==> src/rtl/axi_line_refill_arbiter_if.sv <==
`default_nettype none
// ============================================================================
// Module   : axi_line_refill_arbiter_if
// Purpose  : Requester-side line handshake plus AXI read address / read data
//            channels for the multi-channel line refill engine.
// Revision : 1.0 - initial release
// ============================================================================
interface axi_line_refill_arbiter_if #(
  parameter int N_CH       = 2,
  parameter int LINE_WORDS = 4
);
  localparam int LINE_W = LINE_WORDS * 32;

  // requester side
  logic [N_CH-1:0]    req_valid;
  logic [N_CH-1:0]    req_ready;
  logic [N_CH*32-1:0] req_addr;
  logic [N_CH-1:0]    resp_valid;
  logic [N_CH-1:0]    resp_ready;
  logic [LINE_W-1:0]  resp_line;
  logic               resp_err;

  // AXI read address channel
  logic        arvalid;
  logic        arready;
  logic [3:0]  arid;
  logic [31:0] araddr;
  logic [3:0]  arlen;
  logic [2:0]  arsize;
  logic [1:0]  arburst;
  logic [1:0]  arlock;
  logic [3:0]  arcache;
  logic [2:0]  arprot;

  // AXI read data channel
  logic        rvalid;
  logic        rready;
  logic [3:0]  rid;
  logic [31:0] rdata;
  logic [1:0]  rresp;
  logic        rlast;

  // refill engine side
  modport master (
    input  req_valid, req_addr, resp_ready,
    output req_ready, resp_valid, resp_line, resp_err,
    output arvalid, arid, araddr, arlen, arsize, arburst, arlock, arcache, arprot,
    input  arready,
    input  rvalid, rid, rdata, rresp, rlast,
    output rready
  );

  // requesters plus AXI memory side
  modport slave (
    output req_valid, req_addr, resp_ready,
    input  req_ready, resp_valid, resp_line, resp_err,
    input  arvalid, arid, araddr, arlen, arsize, arburst, arlock, arcache, arprot,
    output arready,
    output rvalid, rid, rdata, rresp, rlast,
    input  rready
  );
endinterface
`default_nettype wire

==> src/rtl/axi_line_refill_arbiter.sv <==
`default_nettype none
// ============================================================================
// Module   : axi_line_refill_arbiter
// Purpose  : Round-robin arbiter and line refill engine. Grants one requester
//            at a time, issues a single INCR burst of LINE_WORDS 32-bit beats,
//            assembles the beats into a line and returns it on the granted
//            channel together with a sticky burst-error flag.
// Revision : 1.0 - initial release
// ============================================================================
module axi_line_refill_arbiter #(
  parameter int N_CH       = 2,
  parameter int LINE_WORDS = 4
) (
  input  logic                      clk,
  input  logic                      rst_n,
  axi_line_refill_arbiter_if.master bus
);

  localparam int          LINE_W    = LINE_WORDS * 32;
  localparam int          CNT_W     = $clog2(LINE_WORDS) + 1;
  // clears the byte offset within a line
  localparam logic [31:0] ADDR_MASK = ~(32'(LINE_WORDS * 4) - 32'd1);
  localparam logic [3:0]  LAST_CH   = 4'(N_CH - 1);
  localparam logic [CNT_W-1:0] CNT_FULL = CNT_W'(LINE_WORDS);
  localparam logic [CNT_W-1:0] CNT_LAST = CNT_W'(LINE_WORDS - 1);

  typedef enum logic [1:0] {
    S_IDLE = 2'd0,
    S_ADDR = 2'd1,
    S_DATA = 2'd2,
    S_RESP = 2'd3
  } state_t;

  state_t             state_q, state_d;
  logic [3:0]         rr_q, rr_d;
  logic [3:0]         g_q, g_d;
  logic [31:0]        base_q, base_d;
  logic [LINE_W-1:0]  line_q, line_d;
  logic               err_q, err_d;
  logic [CNT_W-1:0]   cnt_q, cnt_d;

  logic               gnt_found;
  logic [3:0]         gnt_idx;
  logic [31:0]        gnt_addr;
  int                 cand;

  logic [N_CH-1:0]    req_ready_w;
  logic [N_CH-1:0]    resp_valid_w;
  logic               resp_ack;
  logic               arvalid_w;
  logic               rready_w;

  // Round-robin search: first requesting channel at or above rr, with wrap.
  always_comb begin
    gnt_found = 1'b0;
    gnt_idx   = '0;
    cand      = 0;
    for (int i = 0; i < N_CH; i++) begin
      cand = int'(rr_q) + i;
      if (cand >= N_CH) cand = cand - N_CH;
      for (int j = 0; j < N_CH; j++) begin
        if (!gnt_found && (j == cand) && bus.req_valid[j]) begin
          gnt_found = 1'b1;
          gnt_idx   = 4'(j);
        end
      end
    end
  end

  // Select the granted channel's request address.
  always_comb begin
    gnt_addr = '0;
    for (int j = 0; j < N_CH; j++) begin
      if (4'(j) == gnt_idx) gnt_addr = bus.req_addr[32*j +: 32];
    end
  end

  // Response handshake completes only on the granted channel's ready.
  always_comb begin
    resp_ack = 1'b0;
    for (int j = 0; j < N_CH; j++) begin
      if ((4'(j) == g_q) && bus.resp_ready[j]) resp_ack = 1'b1;
    end
  end

  // Next-state and handshake outputs for the refill FSM.
  always_comb begin
    state_d      = state_q;
    rr_d         = rr_q;
    g_d          = g_q;
    base_d       = base_q;
    line_d       = line_q;
    err_d        = err_q;
    cnt_d        = cnt_q;
    req_ready_w  = '0;
    resp_valid_w = '0;
    arvalid_w    = 1'b0;
    rready_w     = 1'b0;

    case (state_q)
      S_IDLE: begin
        if (gnt_found) begin
          for (int j = 0; j < N_CH; j++) begin
            if (4'(j) == gnt_idx) req_ready_w[j] = 1'b1;
          end
          g_d     = gnt_idx;
          base_d  = gnt_addr & ADDR_MASK;
          line_d  = '0;
          err_d   = 1'b0;
          cnt_d   = '0;
          state_d = S_ADDR;
        end
      end

      S_ADDR: begin
        arvalid_w = 1'b1;
        if (bus.arready) state_d = S_DATA;
      end

      S_DATA: begin
        rready_w = 1'b1;
        if (bus.rvalid) begin
          if (bus.rid == g_q) begin
            if (cnt_q < CNT_FULL) begin
              for (int k = 0; k < LINE_WORDS; k++) begin
                if (cnt_q == CNT_W'(k)) line_d[32*k +: 32] = bus.rdata;
              end
              cnt_d = cnt_q + 1'b1;
            end else begin
              // overlong burst: beat dropped
              err_d = 1'b1;
            end
            if (bus.rresp != 2'b00) err_d = 1'b1;
            if (bus.rlast) begin
              // early rlast leaves the remaining words at zero
              if (cnt_q < CNT_LAST) err_d = 1'b1;
              state_d = S_RESP;
            end
          end else begin
            // beat for another ID is consumed but flagged
            err_d = 1'b1;
          end
        end
      end

      S_RESP: begin
        for (int j = 0; j < N_CH; j++) begin
          if (4'(j) == g_q) resp_valid_w[j] = 1'b1;
        end
        if (resp_ack) begin
          rr_d    = (g_q == LAST_CH) ? 4'd0 : g_q + 4'd1;
          state_d = S_IDLE;
        end
      end

      default: state_d = S_IDLE;
    endcase
  end

  // State and datapath registers with synchronous active-low reset.
  always_ff @(posedge clk) begin
    if (!rst_n) begin
      state_q <= S_IDLE;
      rr_q    <= '0;
      g_q     <= '0;
      base_q  <= '0;
      line_q  <= '0;
      err_q   <= 1'b0;
      cnt_q   <= '0;
    end else begin
      state_q <= state_d;
      rr_q    <= rr_d;
      g_q     <= g_d;
      base_q  <= base_d;
      line_q  <= line_d;
      err_q   <= err_d;
      cnt_q   <= cnt_d;
    end
  end

  assign bus.req_ready  = req_ready_w;
  assign bus.resp_valid = resp_valid_w;
  assign bus.resp_line  = line_q;
  assign bus.resp_err   = err_q;

  assign bus.arvalid    = arvalid_w;
  assign bus.araddr     = base_q;
  assign bus.arid       = g_q;
  assign bus.arlen      = 4'(LINE_WORDS - 1);
  assign bus.arsize     = 3'b010;
  assign bus.arburst    = 2'b01;
  assign bus.arlock     = 2'b00;
  assign bus.arcache    = 4'b0000;
  assign bus.arprot     = 3'b000;

  assign bus.rready     = rready_w;

endmodule
`default_nettype wire

==> src/flat_wrapper.sv <==
// flat-port wrapper written by rule: the top's interface ports become plain ports
module axi_line_refill_arbiter_flat 
#(
  parameter int N_CH       = 2,
  parameter int LINE_WORDS = 4
)
  (clk, rst_n, bus_req_valid, bus_req_addr, bus_resp_ready, bus_req_ready, bus_resp_valid, bus_resp_line, bus_resp_err, bus_arvalid, bus_arid, bus_araddr, bus_arlen, bus_arsize, bus_arburst, bus_arlock, bus_arcache, bus_arprot, bus_arready, bus_rvalid, bus_rid, bus_rdata, bus_rresp, bus_rlast, bus_rready);
  axi_line_refill_arbiter_if #(.N_CH(N_CH), .LINE_WORDS(LINE_WORDS)) bus_i ();
  input  logic clk;
  input  logic rst_n;
  input wire logic [$bits(bus_i.req_valid)-1:0] bus_req_valid;
  input wire logic [$bits(bus_i.req_addr)-1:0] bus_req_addr;
  input wire logic [$bits(bus_i.resp_ready)-1:0] bus_resp_ready;
  output wire logic [$bits(bus_i.req_ready)-1:0] bus_req_ready;
  output wire logic [$bits(bus_i.resp_valid)-1:0] bus_resp_valid;
  output wire logic [$bits(bus_i.resp_line)-1:0] bus_resp_line;
  output wire logic [$bits(bus_i.resp_err)-1:0] bus_resp_err;
  output wire logic [$bits(bus_i.arvalid)-1:0] bus_arvalid;
  output wire logic [$bits(bus_i.arid)-1:0] bus_arid;
  output wire logic [$bits(bus_i.araddr)-1:0] bus_araddr;
  output wire logic [$bits(bus_i.arlen)-1:0] bus_arlen;
  output wire logic [$bits(bus_i.arsize)-1:0] bus_arsize;
  output wire logic [$bits(bus_i.arburst)-1:0] bus_arburst;
  output wire logic [$bits(bus_i.arlock)-1:0] bus_arlock;
  output wire logic [$bits(bus_i.arcache)-1:0] bus_arcache;
  output wire logic [$bits(bus_i.arprot)-1:0] bus_arprot;
  input wire logic [$bits(bus_i.arready)-1:0] bus_arready;
  input wire logic [$bits(bus_i.rvalid)-1:0] bus_rvalid;
  input wire logic [$bits(bus_i.rid)-1:0] bus_rid;
  input wire logic [$bits(bus_i.rdata)-1:0] bus_rdata;
  input wire logic [$bits(bus_i.rresp)-1:0] bus_rresp;
  input wire logic [$bits(bus_i.rlast)-1:0] bus_rlast;
  output wire logic [$bits(bus_i.rready)-1:0] bus_rready;
  assign bus_i.req_valid = bus_req_valid;
  assign bus_i.req_addr = bus_req_addr;
  assign bus_i.resp_ready = bus_resp_ready;
  assign bus_req_ready = bus_i.req_ready;
  assign bus_resp_valid = bus_i.resp_valid;
  assign bus_resp_line = bus_i.resp_line;
  assign bus_resp_err = bus_i.resp_err;
  assign bus_arvalid = bus_i.arvalid;
  assign bus_arid = bus_i.arid;
  assign bus_araddr = bus_i.araddr;
  assign bus_arlen = bus_i.arlen;
  assign bus_arsize = bus_i.arsize;
  assign bus_arburst = bus_i.arburst;
  assign bus_arlock = bus_i.arlock;
  assign bus_arcache = bus_i.arcache;
  assign bus_arprot = bus_i.arprot;
  assign bus_i.arready = bus_arready;
  assign bus_i.rvalid = bus_rvalid;
  assign bus_i.rid = bus_rid;
  assign bus_i.rdata = bus_rdata;
  assign bus_i.rresp = bus_rresp;
  assign bus_i.rlast = bus_rlast;
  assign bus_rready = bus_i.rready;
  axi_line_refill_arbiter #(.N_CH(N_CH), .LINE_WORDS(LINE_WORDS)) u_core (.clk(clk), .rst_n(rst_n), .bus(bus_i));
endmodule
==> config.mk <==
export PLATFORM = sky130hd
export DESIGN_NAME = axi_line_refill_arbiter_flat
export DESIGN_NICKNAME = d
export VERILOG_FILES = /design/src/rtl/axi_line_refill_arbiter_if.sv /design/src/rtl/axi_line_refill_arbiter.sv /design/src/flat_wrapper.sv
export SDC_FILE = /design/constraint.sdc
export NUM_CORES = 1
export LEC_CHECK = 0
export CORE_MARGIN = 2
export CORE_UTILIZATION = 37
export CTS_CLUSTER_DIAMETER = 100
export DETAILED_ROUTE_END_ITERATION = 10
export HOLD_SLACK_MARGIN = 0.1
export PLACE_DENSITY = 0.77
export REMOVE_ABC_BUFFERS = 1
export SYNTH_ARGS = -nofsm -noshare
export SYNTH_HDL_FRONTEND = slang
export SYNTH_SLANG_ARGS = --single-unit
export TNS_END_PERCENT = 30
==> constraint.sdc <==
create_clock -name clk -period 1.9 [get_ports clk]
set_input_delay 0.19 -clock clk [delete_from_list [all_inputs] [get_ports clk]]
set_output_delay 0.19 -clock clk [all_outputs]
set_load 0.1 [all_outputs]
Word level (Yosys, flattened, before mapping)
Cells that the tools add are included.
- register bits: 170
- bits of input ports: 111
- word-level logic and storage cells: 123
- add/sub/neg operators: 5
- order comparisons: 4
- equality and inequality tests: 23
- mux-type cells: 52
- reductions and logical operators: 29
- operators with widths (kind ; number):
    128-bit 2-to-1 mux ; 4
    32-bit 2-to-1 mux ; 8
    128-bit case mux with 2 select lines ; 1
    2-bit by 32-bit equality test with 1-bit output, first input constant ; 2
    32-bit logical NOT ; 2
    32-bit by 3-bit greater-or-equal comparator with 1-bit output, second input constant ; 1
    32-bit by 3-bit subtractor with 32-bit output, second input constant ; 1
    6-bit AND reduction ; 5
    1-bit 2-to-1 mux ; 22
    2-bit 2-to-1 mux ; 9
    2-bit by 1-bit inequality test with 1-bit output, second input constant ; 8
    3-bit 2-to-1 mux ; 4
    1-bit logical AND ; 9
    4-bit logical NOT ; 2
    2-bit case mux with 4 select lines ; 1
    3-bit by 2-bit equality test with 1-bit output, second input constant ; 2
    2-bit inequality test, second input constant ; 3
    3-bit case mux with 2 select lines ; 1
    4-bit by 1-bit adder with 5-bit output, second input constant ; 1
    5-bit AND reduction ; 1
    4-bit by 2-bit subtractor with 5-bit output, second input constant ; 1
    4-bit by 1-bit adder with 4-bit output, second input constant ; 1
    1-bit by 4-bit equality test with 1-bit output, first input constant ; 1
    2-bit equality test, second input constant ; 2
    17 further kinds ; 21

Longest topological paths before layout
Gate-level depths: netlist of the first run.
- word-level depth: 21
- mapped depth: 9
- gate-level depth less buffers: 6

Worst setup path before layout of the first run
OpenSTA, ideal clock, no wires.
- path type: reg2reg
- start: register u_core.state_q[0]
- end: register u_core.line_q[114], in the netlist u_core.bus.resp_line[114]
- setup time: 0.119 ns
- data arrival time: 2.551 ns
- path slack: -0.770 ns
- stages on the path, launching flop included: 9
- buffers on the path: 2
- clock period less this slack: 2.670 ns
- cell sequence: dfxtp_1 -> inv_1 -> ha_1 -> buf_2 -> mux2i_1 -> nor2b_4 -> buf_6 -> and3_1 -> a32o_1
- word-level cells in the longest chain between the ends: 3
- elaborated cells between the ends (all ways): 10
- ends and longest elaborated chain (element ; line ; source):
    start: declaration ; axi_line_refill_arbiter.sv:34 ; state_t state_q, state_d;
    start signal: assignment ; axi_line_refill_arbiter.sv:171 ; state_q <= state_d;
    2-bit equality test / 2-bit logical NOT (equally long branches) ; axi_line_refill_arbiter.sv:100 ; case (state_q)
    2-bit by 1-bit inequality test with 1-bit output (no source line) (tied with other cells) ; n/a ;
    6-bit AND reduction (no source line) ; n/a ;
    end signal: assignment ; axi_line_refill_arbiter.sv:175 ; line_q <= line_d;
    end: declaration ; axi_line_refill_arbiter.sv:38 ; logic [LINE_W-1:0] line_q, line_d;
Several ways; a longest one is shown, not always the timed one.
A chain may end at the register's enable or synchronous reset.

Final worst setup path of the first run
- start: register u_core.g_q[0], in the netlist u_core.bus.arid[0]
- end: register u_core.line_q[63], in the netlist u_core.bus.resp_line[63]
- word-level cells in the longest chain between the ends: 3
- ends and longest elaborated chain (element ; line ; source):
    start: declaration ; axi_line_refill_arbiter.sv:36 ; logic [3:0] g_q, g_d;
    start signal: assignment ; axi_line_refill_arbiter.sv:173 ; g_q <= g_d;
    4-bit equality test ; axi_line_refill_arbiter.sv:123 ; if (bus.rid == g_q) begin
    2-bit by 1-bit inequality test with 1-bit output (no source line) ; n/a ;
    6-bit AND reduction (no source line) ; n/a ;
Every way passes these cells.

==> qor.txt, run 1 <==
Status - complete, no violations
Pleak - 4.300 nW
Number of max-cap violations - 0
Share of cells above drive strength 1 - 35.83%
Pwr Total - 12.50 mW
Port Buf Inserts - 266
Crit share post-route - 99.29%
Dpl hpwl - 13670 um
Grt total ovfl - 0
Vias in the first global route - 5461
Sequential cell area - 3291 um2
Clk slew on worst S/H paths - 0.07 ns
Routed Antenna Nets - 0
Fin area - 10060 um2
Xor/xnor share of the synthesized area - 0.5738%
FP Rows - 47
CTS max path bufs - 2
Max Clk Rate - 530.1 MHz
Clock latency on the worst-skew pair - 0.43 ns
Synth Flop Type - dfxtp_1
GP Congestion - 0.7651
Most common cell in the netlist - dfxtp_1
Compound-Gate Fraction of Synth Area - 30.19%
Wirelength, routed - 20550 um
Fillcell total - 1322
Clock buffers created by TritonCTS - 17
DR DRC count - 0
Mux cell area share after synthesis - 0.6332%
Final WS setup - 0.01342 ns
Cell variety after synth - 40
Root buffer cell - clkbuf_16
Area of the multi-input gates - 2719 um2
Initial Util - 38.00%
Area post-placement - 9042 um2
Synthesis warning total - 0
Die Wd - 134.7 um
Slew Limit Fails - 0
Routed WL per cell - 19.14 um
Crit path DAT - 2.20 ns
Synth async-reset ratio - 0%
Clk_skew - 0.01281 ns
CTS tree - done
First-pass GRT wire length - 29100 um
Cells after DPL - 1019
Number of failing hold endpoints at the final stage - 0
Final Setup Violations - 0
Number of DRC markers in iteration 0 - 223
Drt via density - 5.318
Crit path capture type - flip-flop
Final std cells w/o fill - 1074
Required time worst endpoint - 2.22 ns
Worst min-delay path category - input port to flip-flop
Mean Syn Cell Area - 11.69 um2
Layout area overhead - 59.14%
1st-pass router iterations - 4
Die area - 18150 um2
Mapped Area - 6324 um2
Yosys reg bits - 164
Place WS - -0.3793 ns
Tmin final - 1.887 ns
P per Cell Area - 1242 nW/um2
Cell taking the most area after synthesis - dfxtp_1
RSZ-0062 raised after global routing - yes
Adder-cell share of the synthesized area - 1.781%
Largest net degree at the start of global routing - 42
Top cells by area, synth - dfxtp_1 52%, a22o_1 15%, a32o_1 6.3%
Synth Area in Simple Gates - 6.134%
ANT cells - 0
Hold buffers post-CTS - 0
I/O Pins - 300
Aggregate global-route resource usage - 20.49%
Final Core Density - 60.47%
Initial antenna violation count - 0
Setup CP Type - flip-flop to flip-flop
Max IR drop VDD - 0.9412 mV
Commonest cells post-synth - 164 x dfxtp_1, 110 x a22o_1, 40 x a32o_1, 30 x nor2b_1, 28 x a22oi_1
Yosys top cell area share - 51.92%
H-tree levels - 4
Post-layout net count - 961
Number of synthesized flops with an enable pin - 0
CP startpoint kind - flip-flop
Clock Sinks - 164
Synth Instances - 541
DR vias - 5712
Fin Hold WS - 0.4631 ns
Worst-path maximum fanout - 8
Setup_tns - 0 ns
Die Ht - 134.7 um
Largest family of logic cells by synthesized area - compound AO/OA/AOI/OAI gates
Post-synthesis sequential area ratio - 51.92%
Core box area - 16640 um2
what timing repair did:
action | CTS | global route
resized for setup | 12 | 28
buffers inserted | 5 | 11
pin swaps | 2 | 7
endpoints found under the setup margin | 98 | 132
gates cloned | 1 | 7
power breakdown:
group          internal, mW  switching (mW)  leakage (nW)  total, mW
logic                  2.01            3.38          2.69       5.39
registers              3.62           0.119          1.33       3.74
clock network          1.76            1.61         0.283       3.37
worst max-delay path, stage by stage (launching register included):
cell and delay, ns:
dfxtp_4 0.38, xor2_4 0.20, buf_6 0.16, o41ai_4 0.37, a21boi_4 0.10, buf_12 0.16
clkbuf_16 0.16, a22o_2 0.25
cell families (layout without fill, tap and decap cells):
logic type	count (synthesis)	in the layout
compound gates	207	208
other cells	2	25
flops	164	164
xor+xnor	2	2
mux	4	4
fa+ha+maj	9	9
simple gates	66	66
buf+inv	87	376
layer usage:
layer | vias to the layer above | track usage [%] | share of wire (%)
li1 | 2625 | - | -
met1 | 2748 | 23.39 | 38
met2 | 307 | 36.18 | 50
met3 | 32 | 6.456 | 9.5
met4 | 0 | 6.959 | 1.9
met5 | - | 0 | 0
area by class of cell:
class | count | area share [%]
repair buffers | 333 | 31.32
clock inverters | 15 | 1.591
clock buffers | 17 | 4.227
inverters | 11 | 0.4103
multi-input cells | 314 | 27.02
well taps | 220 | 2.735
flip-flops and latches | 164 | 32.70
path summary, 6_finish.rpt:
| check | start | to | slack [ns] | cells past startpoint |
|---|---|---|---|---|
| worst max-delay path | u_core.bus.arid[0]$_SDFFE_PN0P_ | u_core.bus.resp_line[63]$_SDFFE_PN0P_ | 0.01 | 7 |
| worst min register to register | u_core.bus.resp_line[83]$_SDFFE_PN0P_ | u_core.bus.resp_line[83]$_SDFFE_PN0P_ | 0.47 | 1 |
| worst max register to register | u_core.bus.arid[0]$_SDFFE_PN0P_ | u_core.bus.resp_line[63]$_SDFFE_PN0P_ | 0.01 | 7 |
| worst min-delay path | bus_rdata[11] | u_core.bus.resp_line[107]$_SDFFE_PN0P_ | 0.46 | 2 |
sequential cells by signal (all words and copies together), names as in the netlist:
register and cells:
u_core.cnt_q 3, u_core.bus.arid 1, u_core.bus.resp_line 128, u_core.bus.araddr 28, u_core.rr_q 1, u_core.bus.resp_err 1, u_core.state_q 2
layout by cell type, fill, tap and decap left out, drive strengths merged, types with 2 or more instances in the layout:
master,synthesis,routed
dfxtp,164,164
clkdlybuf4s50,0,102
a21oi,4,4
nand2,13,13
nand3,2,2
clkinv,0,4
mux2i,4,4
ha,9,9
nor2b,31,31
a22oi,28,28
nor3,7,7
inv,11,20
and3,4,4
and2,3,3
o21ai,3,3
buf,52,225
o41ai,4,4
a21boi,5,6
clkbuf,24,23
a22o,116,116
o22ai,2,2
conb,2,25
a32o,40,40
clkinvlp,0,2
Note: power is estimated with default switching activity, not from simulation.
==> run 2: changes to the inputs <==
- ABC_AREA: default -> 1
- CORE_MARGIN: 2 -> 5
- CORE_UTILIZATION: 37 -> 39
- SETUP_SLACK_MARGIN: default -> 0.2
==> run 2 against run 1 <==
Against the previous run: clock skew shrank 0.0038 ns; non-clock buffer count decreased by 10; register-to-register slack gained 0.13 ns; sequential share of layout area down 3.5 points; critical path depth grew 5; die area grew 17%; first-iteration DRC count up 62%; worst hold slack got worse by 0.14 ns; critical path type unchanged; largest cell class is now multi-input combinational cells; highest routed layer unchanged.
==> qor.txt, run 2 <==
Cell taking the most area after synthesis - dfxtp_1
Die area - 21180 um2 (+17%)
Post-synthesis sequential area ratio - 45.82% (-6.1 points)
GP Congestion - 0.8133 (+6.3%)
Mapped Area - 7166 um2 (+13%)
Clock Sinks - 164 (unchanged)
Synth Flop Type - dfxtp_1
Initial antenna violation count - 0 (unchanged)
Number of max-cap violations - 0 (unchanged)
I/O Pins - 300 (unchanged)
Clock buffers created by TritonCTS - 17 (unchanged)
Routed Antenna Nets - 0 (unchanged)
Worst R2R Start - u_core.state_q[0]$_SDFFE_PN0P_
Tmin final - 1.757 ns (-0.1298 ns)
Slew Limit Fails - 0 (unchanged)
Crit-path cells - inv_4 -> ha_4 -> nor2_4 -> a21oi_4 -> buf_6 -> nand3_4 -> nor2_4 -> buf_12 -> buf_12 -> nand2_2 -> nand2_1 -> nor2_1
Hold path startpoint - bus_req_addr[12]
Crit path buffers/inverters - 4 (+1)
Rel. slew slack - 23.00%
Min-Delay Path Depth - 3 (+1)
Crit share post-route - 92.46% (-6.8 points)
Cell variety after synth - 27 (-33%)
Number of DRC markers in iteration 0 - 362 (+62%)
Port Buf Inserts - 266 (unchanged)
Required time worst endpoint - 2.22 ns (about the same)
Commonest cells post-synth - 343 x nand2_1, 273 x nor2_1, 164 x dfxtp_1, 91 x inv_1, 35 x a21oi_1
Wirelength, routed - 23690 um (+15%)
Final std cells w/o fill - 1588 (+48%)
Worst-path maximum fanout - 8 (unchanged)
Number of failing hold endpoints at the final stage - 0 (unchanged)
Mean Syn Cell Area - 6.754 um2 (-42%)
Final WS setup - 0.1432 ns (+0.1298 ns)
WP depth - 12 (+5)
Clk_skew - 0.008993 ns (-0.003818 ns)
Dpl hpwl - 15350 um (+12%)
RSZ-0062 raised after global routing - yes
Final Setup Violations - 0 (unchanged)
CP startpoint kind - flip-flop
Crit path DAT - 2.07 ns (-0.13 ns)
FP Rows - 49 (+4.3%)
Place WS - -0.06881 ns (+0.3105 ns)
Setup CP Type - flip-flop to flip-flop
Crit-path leading delay family - buffers and inverters
Worst r2r path cells - 12 (+5)
Yosys top cell area share - 45.82% (-6.1 points)
Top cells by area, synth - dfxtp_1 46%, nand2_1 18%, nor2_1 14%
Die Wd - 145.6 um (+8.0%)
Initial Util - 39.75% (+1.8 points)
Yosys reg bits - 164 (unchanged)
Aggregate global-route resource usage - 19.53% (-0.97 points)
Share of cells above drive strength 1 - 24.87% (-11 points)
Layout area overhead - 57.36%
Clk slew on worst S/H paths - 0.07 ns (about the same)
Worst min-delay path category - input port to flip-flop
Post-layout net count - 1466 (+53%)
First-pass GRT wire length - 34220 um (+18%)
DR DRC count - 0 (unchanged)
Synthesis warning total - 0 (unchanged)
Crit path capture type - flip-flop
DR vias - 7339 (+28%)
Commonest non-fill, non-tap cell in the layout - nand2_1
1st-pass router iterations - 5 (+1)
Clock latency on the worst-skew pair - 0.42 ns (about the same)
Synth async-reset ratio - 0% (unchanged)
CTS tree - done
Most frequent cells in the layout - 303 x nand2_1, 261 x nor2_1, 173 x buf_4
Die Ht - 145.6 um (+8.0%)
Routed WL per cell - 14.92 um (-22%)
Measured slew at the worst slew-check pin - 1.154 ns
Status - complete, no violations
Max Clk Rate - 569.2 MHz (+7.4%)
Vias in the first global route - 6751 (+24%)
CTS max path bufs - 2 (unchanged)
Root buffer cell - clkbuf_16
Number of synthesized flops with an enable pin - 0 (unchanged)
Max reg flops - 128 (unchanged)
Grt total ovfl - 0 (unchanged)
Largest net degree at the start of global routing - 134 (+220%)
Synth Instances - 1061 (+96%)
H-tree levels - 4 (unchanged)
Drt via density - 4.622 (-13%)
Worst Setup SP - u_core.state_q[0]$_SDFFE_PN0P_
Slowest cell on the critical path - dfxtp_4
ANT cells - 0 (unchanged)
Core box area - 18020 um2 (+8.3%)
Cells after DPL - 1528 (+50%)
Most common cell in the netlist - nand2_1
Max incr delay on CP - 0.36 ns (-0.02 ns)
run 2: cell count changes after synthesis, sizes merged, moves of 6 or more:
cell | before | now
nor2b | 31 | 0
a32o | 40 | 0
a22o | 116 | 0
buf | 52 | 65
nand3 | 2 | 12
nand2 | 13 | 348
o21ai | 3 | 9
a21oi | 4 | 36
clkbuf | 24 | 15
nor2 | 1 | 276
inv | 11 | 91
run 2: worst paths after layout:
path | to | slack [ns]
max reg2reg | u_core.bus.resp_line[69]$_SDFFE_PN0P_ | 0.14
min reg2reg | u_core.bus.resp_line[28]$_SDFFE_PN0P_ | 0.47
max | u_core.bus.resp_line[69]$_SDFFE_PN0P_ | 0.14
min | u_core.bus.araddr[12]$_SDFFE_PN0P_ | 0.32
run 2: metrics by stage:
step,utilization [%],area (um2),hold WS (ns),TNS (ns)
floorplan,-,6787,0.3104,-257.14
global placement,54.35,9796,0.4629,-0.04298
detailed placement,54.35,9796,0.4730,-1.068
CTS,58.73,10590,0.2987,0
global route,62.56,11280,0.3254,0
finish,62.56,11280,0.3208,0
run 2: worst reg2reg max path, delay by kind of cell (launching register included):
family	cells	cell delay, ns
AOI/OAI and AO/OA	1	0.13
adders and majority gates	1	0.19
buffers and inverters	4	0.55
DFF	1	0.36
and+or+nand+nor	6	0.44
run 2: logic make-up after synthesis:
logic type / Yosys count / synth area share [%]
buffers and inverters: 172 / 11.33
AND/OR/NAND/NOR: 640 / 34.78
AO/OA/AOI/OAI: 74 / 6.391
other: 2 / 0.1048
adder cells (fa/ha/maj): 9 / 1.572
flip-flops: 164 / 45.82
run 2: what timing repair did:
action / in CTS / in global routing
hold endpoints to repair: 0 / 0
endpoints found under the setup margin: 135 / 137
pin swaps: 2 / 31
gates resized for setup: 19 / 88
hold buffers: 0 / 0
cloned: 2 / 14
setup buffers: 6 / 6
run 2: layout make-up:
cell class / count / area (um2)
Clock buffer: 17 / 425.4
Clock inverter: 15 / 195.2
Fill cell: 1550 / 6749
Inverter: 92 / 354.1
Multi-Input combinational cell: 748 / 3438
Sequential cell: 164 / 3293
Tap cell: 229 / 286.5
Timing Repair Buffer: 323 / 3283
run 2: routing by layer:
metal,wire length (um),GRT usage [%],up-vias
li1,-,-,3713
met1,9836,22.76,3335
met2,11520,33.67,258
met3,1861,6.789,33
met4,470,6.203,0
met5,0,0,-
Power of run 2 is left out: the tool's default activity adds up to more than one toggle a clock period on the data nets, which glitch-free logic cannot reach.
